**config.mk**
```make
export PLATFORM = sky130hd
export DESIGN_NAME = baud_div_flat
export DESIGN_NICKNAME = d
export VERILOG_FILES = /design/src/rtl/baud_div_if.sv /design/src/rtl/baud_div.sv /design/src/flat_wrapper.sv
export SDC_FILE = /design/constraint.sdc
export NUM_CORES = 1
export LEC_CHECK = 0
export CORE_ASPECT_RATIO = 1.2
export CORE_UTILIZATION = 60
export CTS_BUF_LIST = sky130_fd_sc_hd__clkbuf_2 sky130_fd_sc_hd__clkbuf_4 sky130_fd_sc_hd__clkbuf_8
export CTS_CLUSTER_SIZE = 40
export DETAILED_ROUTE_END_ITERATION = 6
export HOLD_SLACK_MARGIN = 0.1
export PLACE_DENSITY = 0.92
export SKIP_LAST_GASP = 1
export SYNTH_ARGS = -nofsm -noshare
export SYNTH_HDL_FRONTEND = slang
export SYNTH_SLANG_ARGS = --single-unit
export TNS_END_PERCENT = 30
```
**constraint.sdc**
```tcl
create_clock -name clk_in -period 3.17 [get_ports clk_in]
set_input_delay 0.317 -clock clk_in [delete_from_list [all_inputs] [get_ports clk_in]]
set_output_delay 0.317 -clock clk_in [all_outputs]
set_load 0.01 [all_outputs]
```
**src/rtl/baud_div_if.sv**
```systemverilog
// Control and status bundle of the baud-rate divider: enable, divisor load,
// phase restart, and the registered tick / clock / error outputs.
interface baud_div_if #(
   parameter int WIDTH = 16
);
   logic             en_in;
   logic [WIDTH-1:0] div_in;
   logic             load_in;
   logic             sync_in;
   logic             tick_out;
   logic             half_tick_out;
   logic             clk_out;
   logic             err_out;

   modport master (
      output en_in, div_in, load_in, sync_in,
      input  tick_out, half_tick_out, clk_out, err_out
   );

   modport slave (
      input  en_in, div_in, load_in, sync_in,
      output tick_out, half_tick_out, clk_out, err_out
   );
endinterface

```
**src/rtl/baud_div.sv**
```systemverilog
// Programmable baud-rate divider: period tick, mid-period sample tick and a
// square clock, with glitch-free divisor reload and phase restart.
module baud_div #(
   parameter int WIDTH       = 16,
   parameter int DEFAULT_DIV = 104
) (
   input  logic      clk_in,
   input  logic      rst_n_in,
   baud_div_if.slave bus
);
   localparam logic [WIDTH-1:0] ONE     = WIDTH'(1);
   localparam logic [WIDTH-1:0] MIN_DIV = WIDTH'(2);
   localparam logic [WIDTH-1:0] RST_DIV = WIDTH'(DEFAULT_DIV);

   generate
      if (DEFAULT_DIV < 2 || longint'(DEFAULT_DIV) > ((longint'(1) << WIDTH) - 1)) begin : g_bad_default
         $error("baud_div: DEFAULT_DIV %0d out of range for WIDTH %0d", DEFAULT_DIV, WIDTH);
      end
   endgenerate

   // A period shorter than two cycles cannot hold both ticks, so it saturates to 2.
   function automatic logic [WIDTH-1:0] sat_div(input logic [WIDTH-1:0] v);
      return (v < MIN_DIV) ? MIN_DIV : v;
   endfunction

   logic [WIDTH-1:0] cnt, cnt_nxt;
   logic [WIDTH-1:0] div_reg, div_nxt;
   logic [WIDTH-1:0] pend, pend_nxt;
   logic             pend_v, pend_v_nxt;
   logic             tick_q, tick_nxt;
   logic             half_q, half_nxt;
   logic             clk_q, clk_nxt;
   logic             err_q, err_nxt;

   logic [WIDTH-1:0] half_p;
   logic [WIDTH-1:0] cnt_inc;
   logic             wrap;
   logic             at_half;
   logic             apply;

   assign half_p  = div_reg >> 1;
   assign cnt_inc = cnt + ONE;
   assign wrap    = (cnt == div_reg - ONE);
   assign at_half = (cnt == half_p - ONE);
   assign apply   = pend_v && (!bus.en_in || wrap);

   always_comb begin
      cnt_nxt    = cnt;
      div_nxt    = div_reg;
      pend_nxt   = pend;
      pend_v_nxt = pend_v;
      clk_nxt    = clk_q;
      tick_nxt   = 1'b0;
      half_nxt   = 1'b0;
      err_nxt    = err_q | (bus.load_in && (bus.div_in < MIN_DIV));

      if (bus.sync_in) begin
         // Phase restart overrides wrap and half-point; a same-cycle load goes live at once.
         cnt_nxt    = '0;
         clk_nxt    = 1'b1;
         pend_v_nxt = 1'b0;
         if (bus.load_in) begin
            div_nxt = sat_div(bus.div_in);
         end else if (pend_v) begin
            div_nxt = pend;
         end
      end else begin
         if (bus.en_in) begin
            tick_nxt = wrap;
            half_nxt = at_half;
            if (wrap) begin
               cnt_nxt = '0;
               clk_nxt = 1'b1;
            end else begin
               cnt_nxt = cnt_inc;
               if (cnt_inc == half_p) begin
                  clk_nxt = 1'b0;
               end
            end
         end

         if (apply) begin
            div_nxt    = pend;
            pend_v_nxt = 1'b0;
            // An idle reload to a shorter period must not leave the counter beyond it.
            if (!bus.en_in && (cnt >= pend)) begin
               cnt_nxt = '0;
            end
         end

         // A load landing on the wrap edge waits for the following wrap.
         if (bus.load_in) begin
            pend_nxt   = sat_div(bus.div_in);
            pend_v_nxt = 1'b1;
         end
      end
   end

   always_ff @(posedge clk_in or negedge rst_n_in) begin
      if (!rst_n_in) begin
         cnt     <= '0;
         div_reg <= RST_DIV;
         pend    <= '0;
         pend_v  <= 1'b0;
         tick_q  <= 1'b0;
         half_q  <= 1'b0;
         clk_q   <= 1'b0;
         err_q   <= 1'b0;
      end else begin
         cnt     <= cnt_nxt;
         div_reg <= div_nxt;
         pend    <= pend_nxt;
         pend_v  <= pend_v_nxt;
         tick_q  <= tick_nxt;
         half_q  <= half_nxt;
         clk_q   <= clk_nxt;
         err_q   <= err_nxt;
      end
   end

   assign bus.tick_out      = tick_q;
   assign bus.half_tick_out = half_q;
   assign bus.clk_out       = clk_q;
   assign bus.err_out       = err_q;
endmodule

```
**src/flat_wrapper.sv**
```systemverilog
// flat-port wrapper written by rule: the top's interface ports become plain ports
module baud_div_flat 
#(
   parameter int WIDTH       = 16,
   parameter int DEFAULT_DIV = 104
)
  (clk_in, rst_n_in, bus_en_in, bus_div_in, bus_load_in, bus_sync_in, bus_tick_out, bus_half_tick_out, bus_clk_out, bus_err_out);
  baud_div_if #(.WIDTH(WIDTH)) bus_i ();
  input  logic clk_in;
  input  logic rst_n_in;
  input wire logic [$bits(bus_i.en_in)-1:0] bus_en_in;
  input wire logic [$bits(bus_i.div_in)-1:0] bus_div_in;
  input wire logic [$bits(bus_i.load_in)-1:0] bus_load_in;
  input wire logic [$bits(bus_i.sync_in)-1:0] bus_sync_in;
  output wire logic [$bits(bus_i.tick_out)-1:0] bus_tick_out;
  output wire logic [$bits(bus_i.half_tick_out)-1:0] bus_half_tick_out;
  output wire logic [$bits(bus_i.clk_out)-1:0] bus_clk_out;
  output wire logic [$bits(bus_i.err_out)-1:0] bus_err_out;
  assign bus_i.en_in = bus_en_in;
  assign bus_i.div_in = bus_div_in;
  assign bus_i.load_in = bus_load_in;
  assign bus_i.sync_in = bus_sync_in;
  assign bus_tick_out = bus_i.tick_out;
  assign bus_half_tick_out = bus_i.half_tick_out;
  assign bus_clk_out = bus_i.clk_out;
  assign bus_err_out = bus_i.err_out;
  baud_div #(.WIDTH(WIDTH), .DEFAULT_DIV(DEFAULT_DIV)) u_core (.clk_in(clk_in), .rst_n_in(rst_n_in), .bus(bus_i));
endmodule
```
==> Word level (Yosys, flattened, before mapping) <==
Cells that the tools add are included.
{ "op_classes": {"n_mux": 21, "n_reduce_logical": 12, "order_cmp": 2, "add_sub_neg": 3, "bitwise_logic": 2, "n_eq_ne": 4} }
{ "op_table": {"columns": ["op", "count"], "rows": [
  ["16-bit 2-to-1 mux", 10],
  ["16-bit == test", 2],
  ["16-bit by 1-bit adder with 16-bit output (second input constant)", 1],
  ["16-bit by 15-bit == test with 1-bit output", 1],
  ["16-bit >= comparator", 1],
  ["16-bit by 2-bit less-than comparator with 1-bit output (second input constant)", 1],
  ["15-bit by 1-bit subtractor with 16-bit output (second input constant)", 1],
  ["16-bit by 1-bit subtractor with 16-bit output (second input constant)", 1],
  ["1-bit 2-to-1 mux", 11],
  ["2-bit AND reduction", 3],
  ["3-bit nonzero test", 2],
  ["2-bit nonzero test", 2],
  ["1-bit logical AND", 3],
  ["3-bit by 2-bit != test with 1-bit output (second input constant)", 1],
  ["1-bit zero test", 1],
  ["1-bit logical OR", 1],
  ["1-bit inverter", 1],
  ["1-bit bitwise OR", 1]
]} }
{ "word_totals": {"wordCells": 52, "input_bits": 21, "ff_bits": 53, "out_inout_bits": 4} }

==> Logic depth before layout (Yosys ltp) <==
{ "depth": {"ltp_word": 7, "mapped_depth": 10, "ltp_nobuf": 9} }

==> Least setup slack after synthesis <==
No wires, ideal clock.
{ "synth_path": {"path_type": "reg2reg", "startpoint": "register u_core.div_reg[2]", "endpoint": "register u_core.div_reg[10]", "setup_ns": 0.130, "synth_period_minus_slack_ns": 2.720, "arrival_ns": 2.591, "path_buffers": 1, "path_stages_with_launch": 11, "t_required_ns": 3.040, "path_slack_ns": 0.450, "path_cell_list": "dfrtp_1 -> inv_1 -> ha_1 -> nor4b_4 -> nand2_1 -> or3_1 -> a2111oi_4 -> a31oi_1 -> o21bai_4 -> buf_6 -> o2bb2ai_1"} }
{ "synth_between": {"elab_chain_len": 6} }
{ "synth_rtl": {"columns": ["item", "line_no", "text"], "rows": [
  ["from (decl)", "baud_div.sv:27", "logic [WIDTH-1:0] div_reg, div_nxt;"],
  ["from (signal assigned)", "baud_div.sv:111", "div_reg <= div_nxt;"],
  ["16-bit by 1-bit subtractor with 16-bit output", "baud_div.sv:43", "assign wrap = (cnt == div_reg - ONE);"],
  ["16-bit == test", "baud_div.sv:43", null],
  ["1-bit logical OR", "baud_div.sv:45", "assign apply = pend_v && (!bus.en_in || wrap);"],
  ["1-bit logical AND", "baud_div.sv:45", null],
  ["2-bit nonzero test (no source line)", null, null],
  ["2-bit AND reduction (no source line)", null, null]
]} }
No other way between the ends.
A chain may end at the register's enable or synchronous reset.

==> Worst setup path in the final report <==
{ "layout_path": {"startpoint": "register u_core.div_reg[1]", "endpoint": "register u_core.cnt[5]"} }
{ "layout_between": {"elab_chain_len": 7, "elab_cells_between_ends": 9, "classes_between": "add/sub: 1; eq/ne: 1; mux: 5; reduce/logical: 2"} }
{ "layout_rtl": {"columns": ["item", "line_no", "text"], "rows": [
  ["16-bit by 1-bit subtractor with 16-bit output *", "baud_div.sv:43", null],
  ["16-bit == test *", "baud_div.sv:43", null],
  ["16-bit 2-to-1 mux", "baud_div.sv:71", "if (wrap) begin"],
  ["16-bit 2-to-1 mux", "baud_div.sv:68", "if (bus.en_in) begin"],
  ["16-bit 2-to-1 mux", "baud_div.sv:86", "if (!bus.en_in && (cnt >= pend)) begin"],
  ["16-bit 2-to-1 mux *", "baud_div.sv:82", "if (apply) begin"],
  ["16-bit 2-to-1 mux *", "baud_div.sv:57", "if (bus.sync_in) begin"],
  ["via u_core.cnt_nxt[5]", "baud_div.sv:26", "logic [WIDTH-1:0] cnt, cnt_nxt;"],
  ["to (signal assigned)", "baud_div.sv:110", "cnt <= cnt_nxt;"],
  ["to (decl)", "baud_div.sv:26", null]
]} }
The timed path passes the listed nets; every way through them passes the cells marked *.

==> out/qor.txt <==
worst min-delay path category -> reg2reg
Power Dens Cells -> 452 nW/um^2
FF-to-FF setup slack -> 0.18 ns
Area Growth Syn to Fin -> 13.3%
Critical Path Fanout Max -> 8
effective utilization at floorplan -> 0.620
Worst setup SP type -> flip-flop
most common cell after layout, fill and taps aside -> dfrtp_1
ys flop type -> dfrtp_1
post-route setup TNS -> 0 ns
Placeable Area -> 6450 sq um
worst path required time -> 3.38 ns
max-cap viol count -> 0
GPL Wtd Cong -> 0.923
layout cells sized above 1 -> 0.132
clock skew -> 0.0171 ns
fmax -> 334 MHz
Avg Vias per Cell -> 6.53
wirelength, routed -> 10.6 mm
# diodes -> 0
final hold violation count -> 0
worst endpoint data arrival time -> 3.20 ns
initial antenna violation count -> 0
crit end category -> flip-flop
H-tree Lvls -> 2
routed vias -> 3574
io pins -> 25
CTS Buf Count -> 5
clk sinks -> 53
post-synth cell types -> 56
fin crit period -> 2.99 ns
Post-Syn Nets -> 481
Lkg Pwr -> 1.91 nW
final-report setup violation count -> 0
share of async-settable or async-resettable flops after synthesis -> 1.00
Clock Latency Late Sink -> 0.32 ns
iteration count of the initial detailed-routing pass -> 5
CP Cell Sequence -> inv_1, ha_2, nor4b_4, nand2_1, or4b_1, a211oi_4, nand4_1, nand2_1, buf_4, nor2_1
Die Area -> 6990 sq um
status -> finished, final reports clean
Die Ht -> 91.4 um
Overflow after GRT -> 0
Top cell by count, worst path -> nand2_1
PortBufs -> 24
Post-Syn Instances -> 441
Final Cycle Share -> 0.944
CTS Root Buffer Type -> clkbuf_8
# rows -> 32
max-slew violation count -> 0
Worst path max stage delay -> 0.62 ns
GRT Total Usage -> 0.312
Crit Path Category -> reg2reg
Total Power -> 0.00205 W
Syn. warnings -> 0
Die Width -> 76.5 um
Worst path slowest cell -> or4b_1
first-pass GRT wire length -> 17.0 mm
Final HPWL DP -> 8.02 mm
Antenna Nets Post-Route -> 0
CTS max path bufs -> 2
CTS tree -> built
worst-margin pin slew -> 0.809 ns
clock-pin slew of the registers on the worst-case setup and hold paths -> 0.11 ns
first-iteration detailed-routing DRC count -> 362
nets@finish -> 501
commonest cells after routing, fill and taps aside -> dfrtp_1, xor2_1, nor2_1
DRC Markers -> 0
largest net degree at the start of global routing -> 29
unrepaired setup endpoints after global routing -> yes
DR WL/cell -> 19.4 um
Peak VDD IR -> 0.000434 V
Synth Register Bits -> 53
number of global-route vias before repair -> 3487
share of the yosys chip area belonging to registers -> 0.333
Post-synth EDFFs -> 0
relative slew slack -> 0.461
Post-Syn Area -> 4000 sq um
synthesized area per cell -> 9.06 sq um
report_power, final:
part	switching [W]	internal, W	leakage, nW
sequential	0.000118	0.000752	0.667
clock	0.000258	0.000243	0.0603
combinational	0.000370	0.000304	1.18
per-stage QoR:
step | cell area, sq um | hold WS, ns | std cells | util | setup slack (ns)
detailed placement | 4350 | 0.387 | 536 | 0.674 | 0.0749
CTS | 4480 | 0.468 | 545 | 0.694 | 0.0135
finish | 4530 | 0.465 | 547 | 0.702 | 0.178
global route | 4530 | 0.497 | 547 | 0.702 | -0.0223
floorplan | 4000 | 0.0214 | 441 | - | 0.450
global placement | 4350 | 0.377 | 536 | 0.674 | 0.179
cells by family after synthesis:
family,after synthesis,share of synthesized area
compound gates,84,0.163
xor+xnor,65,0.142
fa+ha+maj,19,0.0595
buf+inv,55,0.0564
flops,53,0.333
mux,17,0.0473
simple gates,148,0.198
layer usage:
layer,share of wire,vias up,track usage
met5,0,-,0
met4,0.046,0,0.170
met3,0.060,43,0.0372
met2,0.51,181,0.538
met1,0.39,1718,0.379
li1,-,1632,-
synthesized netlist by cell type (2+ instances only):
master / n / area share
nor3b_1: 2 / 0.0038
nand2_1: 24 / 0.023
inv_1: 21 / 0.020
nand3_1: 20 / 0.025
a211o_1: 2 / 0.0044
xnor2_1: 28 / 0.061
nor3_1: 14 / 0.018
o21ai_0: 11 / 0.014
and3_1: 5 / 0.0078
mux2_2: 15 / 0.042
buf_1: 5 / 0.0047
a22oi_1: 14 / 0.026
dfstp_2: 3 / 0.020
buf_2: 6 / 0.0075
clkbuf_1: 21 / 0.020
o2111ai_1: 3 / 0.0066
a21oi_1: 11 / 0.014
nor2b_1: 4 / 0.0063
mux2i_1: 2 / 0.0050
and2_1: 4 / 0.0063
nor2_1: 33 / 0.031
dfrtp_1: 50 / 0.31
a31oi_1: 7 / 0.011
or3_1: 2 / 0.0031
a2111oi_0: 2 / 0.0044
nor4_2: 2 / 0.0063
nor4_1: 10 / 0.016
o2bb2ai_1: 16 / 0.035
and4_1: 4 / 0.0088
ha_1: 19 / 0.059
a211oi_1: 4 / 0.0075
nand2b_1: 6 / 0.0094
nand4_1: 11 / 0.017
xor2_1: 37 / 0.081
or2_2: 2 / 0.0031
worst max-delay path, delay by kind of cell, from the launching register on:
family | cells | cell delay, ns
compound gates | 1 | 0.37
fa+ha+maj | 1 | 0.24
buf+inv | 2 | 0.28
flops | 1 | 0.43
simple gates | 6 | 1.56
final timing paths:
kind                                               start                                  to  cells after the start
min                         u_core.bus.err_out$_DFF_PN0_        u_core.bus.err_out$_DFF_PN0_                      1
max in group asynchronous                       rst_n_in       u_core.div_reg[6]$_DFFE_PN1P_                      3
max                        u_core.div_reg[1]$_DFFE_PN0P_             u_core.cnt[5]$_DFF_PN0_                     10
min in group asynchronous                       rst_n_in  u_core.bus.half_tick_out$_DFF_PN0_                      2
min reg2reg                 u_core.bus.err_out$_DFF_PN0_        u_core.bus.err_out$_DFF_PN0_                      1
max reg2reg                u_core.div_reg[1]$_DFFE_PN0P_             u_core.cnt[5]$_DFF_PN0_                     10
what timing repair did:
action	in CTS	in global routing
hold buffers	1	0
gates resized for setup	0	6
setup buffers	0	1
endpoints found under the setup margin	0	25
endpoints found under the hold margin	27	0
final cells by class:
cell class,count,area [sq um]
inverter,21,78.8
multi-input combinational,334,2490
sequential,53,1330
fill,450,1920
clock inverter,3,50.0
timing repair buffer,46,403
tap,85,106
clock buffer,5,68.8
No activity file was read; power rests on OpenSTA's default activity.
